==> src/rtl/uart_pkg.sv <==
// Shared definitions for the UART command sequencer: FSM states, command word layout, defaults.
package uart_pkg;

    typedef enum logic [1:0] {
        IDLE     = 2'd0,
        SEND     = 2'd1,
        WAIT_RSP = 2'd2,
        DONE     = 2'd3
    } seq_state_t;

    localparam int CMD_WIDTH_DEF   = 16;
    localparam int READ_WIDTH_DEF  = 8;
    localparam int TIMEOUT_CYC_DEF = 100000;

    // Command word: {rd, addr, data}; values below are for the default widths.
    localparam int CMD_RW_BIT = CMD_WIDTH_DEF - 1;
    localparam int ADDR_W     = CMD_WIDTH_DEF - READ_WIDTH_DEF - 1;
    localparam int ADDR_LSB   = READ_WIDTH_DEF;
    localparam int DATA_LSB   = 0;

    function automatic int addr_width(input int cmd_w, input int rd_w);
        return cmd_w - rd_w - 1;
    endfunction

endpackage

==> src/rtl/uart_cmd_seq.sv <==
// Packs one register read/write into a UART command word and returns one response per request.
// Latency: write rsp one cycle after cmd accept; read rsp one cycle after read_rdy or on timeout.
// Backpressure: req_rdy only in IDLE; cmd_vld held with stable cmd_data until cmd_rdy.
module uart_cmd_seq
    import uart_pkg::*;
#(
    parameter int CMD_WIDTH   = CMD_WIDTH_DEF,
    parameter int READ_WIDTH  = READ_WIDTH_DEF,
    parameter int TIMEOUT_CYC = TIMEOUT_CYC_DEF
) (
    input  logic                              clk,
    input  logic                              rst_n,
    input  logic                              req_vld,
    output logic                              req_rdy,
    input  logic                              req_wr,
    input  logic [CMD_WIDTH-READ_WIDTH-2:0]   req_addr,
    input  logic [READ_WIDTH-1:0]             req_wdata,
    output logic [CMD_WIDTH-1:0]              cmd_data,
    output logic                              cmd_vld,
    input  logic                              cmd_rdy,
    input  logic                              read_rdy,
    input  logic [READ_WIDTH-1:0]             read_data,
    output logic                              rsp_vld,
    output logic [READ_WIDTH-1:0]             rsp_data,
    output logic                              rsp_err,
    output logic                              busy
);

    localparam int AW    = addr_width(CMD_WIDTH, READ_WIDTH);
    localparam int RW_B  = CMD_WIDTH - 1;
    localparam int CNT_W = $clog2(TIMEOUT_CYC);
    localparam logic [CNT_W-1:0] CNT_LAST = CNT_W'(TIMEOUT_CYC - 1);

    seq_state_t              state, state_nxt;
    logic [CMD_WIDTH-1:0]    cmd_q;
    logic [CNT_W-1:0]        cnt;
    logic [READ_WIDTH-1:0]   rsp_data_q;
    logic                    rsp_err_q;
    logic                    timed_out;

    assign timed_out = (cnt == CNT_LAST);

    always_comb begin
        state_nxt = state;
        case (state)
            IDLE:     if (req_vld) state_nxt = SEND;
            SEND:     if (cmd_rdy) state_nxt = cmd_q[RW_B] ? WAIT_RSP : DONE;
            WAIT_RSP: if (read_rdy || timed_out) state_nxt = DONE;
            DONE:     state_nxt = IDLE;
            default:  state_nxt = IDLE;
        endcase
    end

    always_ff @(posedge clk) begin
        if (!rst_n) begin
            state      <= IDLE;
            cmd_q      <= '0;
            cnt        <= '0;
            rsp_data_q <= '0;
            rsp_err_q  <= 1'b0;
        end else begin
            state <= state_nxt;
            case (state)
                IDLE: begin
                    if (req_vld) begin
                        cmd_q[RW_B]                  <= ~req_wr;
                        cmd_q[RW_B-1 -: AW]          <= req_addr;
                        cmd_q[READ_WIDTH-1:0]        <= req_wr ? req_wdata : '0;
                    end
                end
                SEND: begin
                    cnt <= '0;
                    // Writes respond with zero data and no error.
                    if (cmd_rdy && !cmd_q[RW_B]) begin
                        rsp_data_q <= '0;
                        rsp_err_q  <= 1'b0;
                    end
                end
                WAIT_RSP: begin
                    cnt <= cnt + CNT_W'(1);
                    // A response arriving on the last timeout cycle still counts as good.
                    if (read_rdy) begin
                        rsp_data_q <= read_data;
                        rsp_err_q  <= 1'b0;
                    end else if (timed_out) begin
                        rsp_data_q <= '0;
                        rsp_err_q  <= 1'b1;
                    end
                end
                default: ;
            endcase
        end
    end

    assign req_rdy  = (state == IDLE);
    assign cmd_vld  = (state == SEND);
    assign rsp_vld  = (state == DONE);
    assign busy     = (state != IDLE);
    assign cmd_data = cmd_q;
    assign rsp_data = rsp_data_q;
    assign rsp_err  = rsp_err_q;

endmodule

==> config.mk <==
export PLATFORM = sky130hd
export DESIGN_NAME = uart_cmd_seq
export DESIGN_NICKNAME = d
export VERILOG_FILES = /design/src/rtl/uart_pkg.sv /design/src/rtl/uart_cmd_seq.sv
export SDC_FILE = /design/constraint.sdc
export NUM_CORES = 1
export LEC_CHECK = 0
export ABC_AREA = 1
export CORE_ASPECT_RATIO = 2
export CORE_MARGIN = 3
export CORE_UTILIZATION = 47
export DETAILED_ROUTE_END_ITERATION = 8
export PLACE_DENSITY = 0.79
export SLEW_MARGIN = 25
export SYNTH_ARGS = -nofsm -noshare
export SYNTH_HDL_FRONTEND = slang
export SYNTH_SLANG_ARGS = --single-unit
==> constraint.sdc <==
create_clock -name clk -period 2.4 [get_ports clk]
set_clock_uncertainty 0.1 [all_clocks]
set_input_delay 0.36 -clock clk [delete_from_list [all_inputs] [get_ports clk]]
set_output_delay 0.36 -clock clk [all_outputs]
set_load 0.05 [all_outputs]
Yosys cells after proc, flatten, opt, wreduce, memory -nomap -nowiden
Index checks and enable logic that the tools add are counted.
{"block": "op_classes", "muxes": 15, "add_sub_neg": 1, "n_bitwise": 1, "eq_ne": 9, "n_reduce_logical": 9}
{"cell": "17-bit one-hot mux with 2 select lines", "count": 1}
{"cell": "8-bit 2-to-1 mux", "count": 4}
{"cell": "17-bit by 1-bit adder with 17-bit output, second input constant", "count": 1}
{"cell": "17-bit equality test, second input constant", "count": 1}
{"cell": "8-bit one-hot mux with 2 select lines", "count": 1}
{"cell": "2-bit one-hot mux with 4 select lines", "count": 1}
{"cell": "2-bit 2-to-1 mux", "count": 3}
{"cell": "3-bit AND reduction", "count": 2}
{"cell": "2-bit equality test, second input constant", "count": 2}
{"cell": "1-bit 2-to-1 mux", "count": 4}
{"cell": "2-bit by 1-bit != test with 1-bit output, second input constant", "count": 2}
{"cell": "2-bit != test, second input constant", "count": 2}
{"cell": "2-bit nonzero test", "count": 2}
{"cell": "3-bit != test, second input constant", "count": 1}
{"cell": "2-bit by 1-bit equality test with 1-bit output, second input constant", "count": 1}
{"cell": "2-bit logical NOT", "count": 1}
{"cell": "1-bit one-hot mux with 2 select lines", "count": 1}
{"cell": "2-bit AND reduction", "count": 1}
{"cell": "1-bit logical AND", "count": 1}
{"cell": "1-bit logical NOT", "count": 1}
{"cell": "1-bit logical OR", "count": 1}
{"cell": "1-bit inverter", "count": 1}
{"block": "word_totals", "input_bits": 29, "wordCells": 40, "out_inout_bits": 29, "reg_bits": 44}

Logic depth before layout (Yosys ltp)
Gate-level depths: netlist of the first run.
{"block": "logic_depth", "ltp_word": 4, "mapped_depth": 10, "ltp_nobuf": 9}

Least setup slack after synthesis of the first run
Ideal clock, no wire load.
{"block": "synth_path", "kind": "reg-to-reg", "startpoint": "register state[0]", "endpoint": "register state[0]", "path_buffers": 0, "setup_time_ns": 0.115, "period_less_slack_ns": 1.970, "path_stages_with_launch": 8, "path_slack_ns": 0.430, "t_required_ns": 2.185, "arrival_time_ns": 1.755, "cell_sequence": "dfxtp_1 -> inv_1 -> ha_1 -> inv_1 -> o22ai_1 -> inv_1 -> a21oi_1 -> nor2_1"}
{"block": "synth_between", "elab_chain_len": 3, "elab_cells_between_ends": 9, "cone_classes": "eq/ne: 6; mux: 1; reduce/logical: 2"}
{"item": "from (decl)", "line": "uart_cmd_seq.sv:34", "rtl": "seq_state_t state, state_nxt;"}
{"item": "from (signal assigned)", "line": "uart_cmd_seq.sv:62", "rtl": "state <= state_nxt;"}
{"item": "2-bit logical NOT *"}
{"item": "named net req_rdy", "line": "uart_cmd_seq.sv:14", "rtl": "output logic req_rdy,"}
{"item": "2-bit != test (no source line)"}
{"item": "3-bit AND reduction (no source line)"}
Mark *: on every way through the listed nets, which the timed path passes. The rest lies on a longest branch.
A chain may end at the register's enable or synchronous reset.

Final worst setup path of the first run
{"block": "layout_path", "startpoint": "register state[1]", "endpoint": "output cmd_vld"}
{"block": "layout_between", "elab_chain_len": 1}
{"item": "2-bit by 1-bit equality test with 1-bit output", "line": "uart_cmd_seq.sv:96", "rtl": "assign cmd_vld = (state == SEND);"}
{"item": "to (decl)", "line": "uart_cmd_seq.sv:19", "rtl": "output logic cmd_vld,"}
Every way passes these cells.

==> flow_summary.json, run 1 <==
{
  "path_clk_slew_ns": 0.08,
  "fin_ws_ns": 0.125,
  "grt_pass1_vias": 1797,
  "cts-root-buf": "clkbuf_8",
  "synth_top_area_share": 0.441,
  "switchingPower_mw": 1.53,
  "drt_iter0_markers": 51,
  "grtUsageTotal": 0.205,
  "dp_hpwl_um": 3660,
  "clk_path_buf_depth": 2,
  "vias": 1956,
  "hold_buffers": 0,
  "yosys.area.top_type": "dfxtp_1",
  "setup_viol": 0,
  "area_delta_synth_final_pct": 33.4,
  "max_cap_violations": 0,
  "drive_gt1_frac": 0.0638,
  "num_antenna_cells": 0,
  "final-seq-area_um2": 881,
  "path_max_fanout": 4,
  "end_kind": "primary output",
  "die_x_um": 52.1,
  "max_slew_margin": 0.640,
  "io-pin-count": 58,
  "r2r_end": "cnt[14]",
  "status": "complete, no violations",
  "syn_area_um2": 2000,
  "hold_viol": 0,
  "cp_data_arrival_time_ns": 1.82,
  "drc_errors": 0,
  "numCtsBuffers": 5,
  "reg2reg_depth": 7,
  "startpoint": "state[1]",
  "powerDensity_nw_per_um2": 1210,
  "fill_cells": 363,
  "r2r_slack_ns": 0.34,
  "pre_cts_slack_ns": 0.326,
  "routed_wl_um": 4810,
  "avgSynthCellArea_um2": 7.34,
  "power.leakage_nw": 1.01,
  "synth-seq-cells": 44,
  "cp_data_required_time_ns": 1.94,
  "synth.area.top_cells": "dfxtp_1, nor2_1, nand2_1, a21oi_1, o21ai_0",
  "clockPowerShare": 0.128,
  "tns_ns": 0,
  "wl_per_cell_um": 12.7,
  "ant_nets": 0,
  "post_cts_buffers": 0,
  "synth_edf_count": 0,
  "final_net_count": 365,
  "tritoncts": "yes",
  "grt_start_max_net_pins": 22,
  "numPortBuffers": 57,
  "grt_first_pass_wirelength_um": 7860,
  "pwr-share-seq": 0.305,
  "vias_per_cell": 5.15,
  "ys.flop_type": "dfxtp_1",
  "synth_top_cells_by_count": "nor2_1, nand2_1, dfxtp_1",
  "first_pass_iters": 4,
  "rsz0062_at_grt": "false",
  "yosys_warnings": 0,
  "tightest_slew_ns": 0.539,
  "overflow": 0,
  "internal-power_mw": 1.70,
  "period_share": 0.948,
  "power_frac_comb": 0.567,
  "period_minus_slack_ns": 2.28,
  "reg2reg_from": "state[0]",
  "max_freq_ghz": 0.440,
  "ir_drop_uv": 927,
  "row_count": 32,
  "multi_input_area_um2": 976,
  "switching_share": 0.473,
  "critPathLaunchType": "register",
  "synth_cell_types": 27,
  "path_class": "register to primary output",
  "synthesis.nets": 306,
  "syn_inst": 272,
  "antenna_found_initial": 0,
  "die-area_um2": 5110,
  "yosysMostFrequentCell": "nor2_1",
  "die_h_um": 98.2,
  "insertion_delay_ns": 0.29,
  "core_area_um2": 3960,
  "htree_levels": 2,
  "worstSetupEndpoint": "cmd_vld",
  "gp_congestion": 0.917,
  "initial_core_util": 0.503,
  "synth-seq-area-share": 0.441,
  "cts.sink_count": 44,
  "hold_path.class": "register to register",
  "drv_slew": 0,
  "synthArstFlopShare": 0
}
-- power groups by stage --
stage          registers (mW)  logic (mW)  clock network, mW
2_1_floorplan            1.41       0.979                  0
4_1_cts                 0.983        1.84              0.424
3_3_place_gp            0.990        1.80                  0
3_5_place_dp            0.998        1.83                  0
5_1_grt                 0.997        2.01              0.451
6_report                0.983        1.83              0.414
-- final cells by class --
cell class / count / area share
Multi-Input combinational cell: 200 / 0.367
Tap cell: 51 / 0.0240
Timing Repair Buffer: 60 / 0.224
Inverter: 20 / 0.0291
Clock buffer: 5 / 0.0258
Sequential cell: 44 / 0.331
-- critical path, stage by stage (launching register included) --
cell and delay [ns]:
dfxtp_1 0.35, inv_1 0.10, ha_1 0.24, clkdlybuf4s50_1 0.83
-- worst min path at each step --
stage | start | end | slack (ns) | cells past startpoint
2_1_floorplan | cnt[7] | cnt[7] | 0.34 | 1
3_3_place_gp | cmd_data[0] | cmd_data[0] | 0.36 | 2
3_5_place_dp | rsp_err | rsp_err | 0.36 | 2
4_1_cts | cmd_data[0] | cmd_data[0] | 0.37 | 2
5_1_grt | rsp_data[2] | rsp_data[2] | 0.41 | 2
6_report | cmd_data[0] | cmd_data[0] | 0.37 | 2
-- layout by cell type, fill, tap and decap left out, drive strengths merged --
master,n
nor2,65
nand2,47
a21oi,26
clkbuf,5
nand3,18
nor3,5
clkdlybuf4s50,56
or2,1
buf,3
dlymetal6s2s,1
xnor2,1
dfxtp,44
o22ai,1
nand4,3
a22oi,7
ha,5
inv,20
o21ai,21
-- logic make-up after synthesis --
family	count (synthesis)	synth area share
xor gates and xnor gates	1	0.00439
AOI/OAI and AO/OA	55	0.157
and+or+nand+nor	139	0.297
DFF	44	0.441
buffers and inverters	28	0.0696
adders and majority gates	5	0.0313
-- flip-flops by register name, summed over array words and instances, names as in the netlist --
register / flops
cnt: 17
cmd_data: 16
rsp_data: 8
state: 2
rsp_err: 1
-- metrics by stage --
stage | power [mW] | utilization | area [um2] | cells | hold WS, ns
after floorplan | 2.39 | - | 2000 | 272 | 0.343
after detailed placement | 2.83 | 0.654 | 2590 | 375 | 0.365
after global placement | 2.79 | 0.654 | 2590 | 375 | 0.357
after CTS | 3.25 | 0.671 | 2660 | 380 | 0.374
final | 3.22 | 0.672 | 2660 | 380 | 0.368
after global routing | 3.45 | 0.672 | 2660 | 380 | 0.407
-- per-layer routing --
metal,GRT usage,vias to the layer above,share of wire
li1,-,1008,-
met1,0.200,899,0.38
met2,0.388,40,0.55
met3,0.0458,9,0.043
met4,0.0828,0,0.020
met5,0,-,0
-- timing repair --
item                                    in CTS  in global routing
endpoints found under the hold margin        0                  0
gates resized for setup                      0                  1
endpoints found under the setup margin       0                  1
Power figures use the tool's default switching activity.
==> run 2, diff against run 1 <==
Settings changed: MAX_ROUTING_LAYER set to met4, RECOVER_POWER set to 50.
==> flow_summary.json, run 2 (synthesis gave the netlist of run 1 again) <==
{
  "numCtsBuffers": 5,
  "clk_path_buf_depth": 2,
  "tns_ns": 0,
  "cp_data_arrival_time_ns": 1.81,
  "die-area_um2": 5110,
  "wl_per_cell_um": 12.6,
  "cts-root-buf": "clkbuf_8",
  "vias_per_cell": 5.13,
  "hold_buffers": 0,
  "critPathLaunchType": "register",
  "num_antenna_cells": 0,
  "first_pass_iters": 4,
  "drc_errors": 0,
  "path_class": "register to primary output",
  "dp_hpwl_um": 3660,
  "max_freq_ghz": 0.440,
  "antenna_found_initial": 0,
  "final_net_count": 365,
  "hold_viol": 0,
  "mostFrequentLayoutCell": "nor2_1",
  "htree_levels": 2,
  "min_path_cells": 2,
  "layout_common_cells": "nor2_1, nand2_1, dfxtp_1, clkdlybuf4s50_1, a21oi_1",
  "insertion_delay_ns": 0.29,
  "status": "complete, no violations",
  "grt_pass1_vias": 1791,
  "setup_viol": 0,
  "worstHoldEndpoint": "cmd_data[0]",
  "ir_drop_uv": 926,
  "fill_cells": 367,
  "gp_congestion": 0.933,
  "path_clk_slew_ns": 0.08,
  "row_count": 32,
  "power.leakage_nw": 1.04,
  "die_x_um": 52.1,
  "drive_gt1_frac": 0.0517,
  "max_slew_margin": 0.560,
  "hold_path.class": "register to register",
  "io-pin-count": 58,
  "grt_start_max_net_pins": 22,
  "holdCritStartpoint": "cmd_data[0]",
  "final_cell_area_um2": 2650,
  "post_cts_resized": 0,
  "overflow": 0,
  "drt_iter0_markers": 49,
  "die_h_um": 98.2,
  "reg2reg_depth": 6,
  "period_minus_slack_ns": 2.27,
  "r2r_end": "cnt[1]",
  "initial_core_util": 0.503,
  "core_area_um2": 3960,
  "grt_first_pass_wirelength_um": 7870,
  "regMostFlops": "cnt",
  "path_max_fanout": 4,
  "routed_wl_um": 4790,
  "rsz0062_at_grt": "false",
  "tritoncts": "yes",
  "drv_slew": 0,
  "place_area_um2": 2590,
  "cp_data_required_time_ns": 1.94,
  "largest_reg_flops": 17,
  "grtUsageTotal": 0.211,
  "cts.sink_count": 44,
  "post_cts_buffers": 0,
  "ant_nets": 0,
  "area_delta_synth_final_pct": 32.8,
  "period_share": 0.947,
  "numPortBuffers": 57,
  "powerDensity_nw_per_um2": 1200,
  "max_cap_violations": 0,
  "end_kind": "primary output",
  "vias": 1950,
  "reg2reg_from": "state[0]",
  "tightest_slew_ns": 0.658,
  "r2r_slack_ns": 0.29
}
-- run 2: cell count changes in the layout (fill, tap and decap cells not counted) --
cell	change
nor2_2	-1
clkbuf_1	+2
nand2_2	-1
nand2_1	+1
nor2_1	+1
dlygate4sd3_1	+12
clkdlybuf4s50_1	-12
buf_4	-2
-- run 2: per-stage QoR --
step,utilization,hold slack [ns],cells,setup slack (ns),power [mW]
2_1_floorplan,-,0.343,272,0.430,2.39
3_3_place_gp,0.654,0.357,375,0.386,2.79
3_5_place_dp,0.654,0.365,375,0.326,2.83
4_1_cts,0.671,0.374,380,0.00698,3.25
5_1_grt,0.669,0.401,380,0.0709,3.41
6_report,0.669,0.367,380,0.128,3.18
-- run 2: worst max-delay path by stage --
stage | startpoint | endpoint | depth (start not counted)
6_report | state[1] | cmd_vld | 3
3_5_place_dp | state[0] | busy | 4
2_1_floorplan | state[0] | state[0] | 7
5_1_grt | state[1] | cmd_vld | 3
4_1_cts | state[0] | busy | 4
3_3_place_gp | state[0] | busy | 4
-- run 2: cell type report --
class / instances / area (um2) / share of cell area
timing repair buffer: 60 / 588 / 0.222
clock buffer: 5 / 68.8 / 0.0260
sequential: 44 / 881 / 0.332
multi-input combinational: 200 / 971 / 0.366
inverter: 20 / 77.6 / 0.0293
tap: 51 / 63.8 / 0.0241
-- run 2: per-layer routing --
layer  part of all wire  routed length, um  vias to the layer above  track usage
met1               0.38               1810                      883        0.203
li1                   -                  -                     1007            -
met3              0.048                228                        9       0.0458
met5                  0                  0                        -            -
met4              0.019                 93                        0       0.0828
met2               0.55               2660                       51        0.385
-- run 2: worst max-delay path, cell delays in order (launching register included) --
cell,delay (ns)
dfxtp_1,0.35
inv_1,0.10
ha_1,0.24
clkdlybuf4s50_1,0.83
-- run 2: report_power, final --
group,internal (mW),switching [mW],total (mW)
Sequential,0.888,0.0924,0.980
Combinational,0.587,1.20,1.79
Clock,0.188,0.226,0.413
Total,1.66,1.52,3.18
==> run 3, diff against run 2 <==
Settings changed: CORE_ASPECT_RATIO 2 to 0.8.
==> flow_summary.json, run 3 (synthesis gave the netlist of run 1 again) <==
{
  "initial_core_util": 0.508,
  "power.leakage_nw": 1.07,
  "clk_path_buf_depth": 2,
  "vias_per_cell": 5.13,
  "status": "complete, no violations",
  "vias": 1968,
  "max_cap_violations": 0,
  "rsz0062_at_grt": "false",
  "grt_pass1_vias": 1806,
  "core_area_um2": 3930,
  "ant_nets": 0,
  "hold_buffers": 0,
  "first_pass_iters": 4,
  "utilization": 0.681,
  "whs_ns": 0.372,
  "path_max_fanout": 5,
  "grt_start_max_net_pins": 22,
  "pre_cts_slack_ns": 0.373,
  "ir_drop_uv": 712,
  "grtUsageTotal": 0.213,
  "die_h_um": 64.3,
  "power_frac_comb": 0.542,
  "drt_iter0_markers": 90,
  "powerDensity_nw_per_um2": 1240,
  "fill_cells": 358,
  "switchingPower_mw": 1.55,
  "place_area_um2": 2590,
  "htree_levels": 2,
  "cp_data_required_time_ns": 1.94,
  "tritoncts": "yes",
  "switching_share": 0.469,
  "setup_viol": 0,
  "mostFrequentLayoutCell": "nor2_1",
  "clockPowerShare": 0.162,
  "internal-power_mw": 1.76,
  "tightest_slew_ns": 0.635,
  "hold_path.class": "register to register",
  "holdCritStartpoint": "cmd_data[0]",
  "tns_ns": 0,
  "drc_errors": 0,
  "drive_gt1_frac": 0.0547,
  "hold_viol": 0,
  "cts.sink_count": 44,
  "overflow": 0,
  "numCtsBuffers": 5,
  "startpoint": "state[0]",
  "finalPower_mw": 3.31,
  "cts-root-buf": "clkbuf_8",
  "regMostFlops": "cnt",
  "die-area_um2": 5070,
  "fin_ws_ns": 0.151,
  "end_kind": "primary output",
  "max_freq_ghz": 0.445,
  "drv_slew": 0,
  "layout_common_cells": "nor2_1, nand2_1, dfxtp_1",
  "period_minus_slack_ns": 2.25,
  "max_slew_margin": 0.576,
  "dp_hpwl_um": 3570,
  "row_count": 20,
  "period_share": 0.937,
  "insertion_delay_ns": 0.30,
  "post-place-cells": 378,
  "cp_data_arrival_time_ns": 1.79,
  "pwr-share-seq": 0.296,
  "final_cell_area_um2": 2680,
  "reg2reg_from": "state[0]",
  "gp_congestion": 0.861,
  "antenna_found_initial": 0,
  "die_x_um": 78.9,
  "final_net_count": 364,
  "instances_no_fill": 384,
  "path_class": "register to primary output",
  "wl_per_cell_um": 12.9,
  "largest_reg_flops": 17,
  "num_antenna_cells": 0,
  "numPortBuffers": 57,
  "critPathLaunchType": "register",
  "routed_wl_um": 4950,
  "path_clk_slew_ns": 0.08,
  "grt_first_pass_wirelength_um": 8340,
  "area_delta_synth_final_pct": 34.0,
  "io-pin-count": 58
}
-- run 3: routing by layer --
metal | vias up | GRT usage | wire length, um
met5 | - | - | 0
met4 | 0 | 0.0622 | 70
met3 | 9 | 0.0662 | 385
met2 | 64 | 0.313 | 2060
met1 | 887 | 0.282 | 2430
li1 | 1008 | - | -
-- run 3: worst paths after layout --
kind	slack [ns]	to	cells past startpoint
worst min-delay path	0.37	cmd_data[0]	2
worst min register to register	0.37	cmd_data[0]	2
worst max-delay path	0.15	req_rdy	3
worst max register to register	0.32	cnt[12]	7
-- run 3: final cells by class --
class,count,area [um2],share of cell area
Multi-Input combinational cell,200,971,0.363
Sequential cell,44,881,0.329
Timing Repair Buffer,59,578,0.216
Inverter,20,77.6,0.0290
Clock buffer,5,68.8,0.0257
Tap cell,55,68.8,0.0257
Clock inverter,1,30.0,0.0112
-- run 3: critical path, stage by stage (launching register included) --
cell and delay (ns):
dfxtp_1 0.35, inv_1 0.11, ha_1 0.19, clkdlybuf4s50_1 0.83
-- run 3: power groups by stage --
stage	registers (mW)	logic, mW	clock network (mW)
floorplan	1.41	0.979	0
global placement	0.993	1.80	0
detailed placement	1.00	1.83	0
CTS	0.985	1.84	0.541
global route	1.01	1.96	0.578
finish	0.981	1.79	0.536
-- run 3: what timing repair did --
item | 4_1_cts | 5_1_grt
endpoints found under the hold margin | 0 | 0
setup buffers | 0 | 0
endpoints found under the setup margin | 0 | 1
resized for setup | 0 | 1
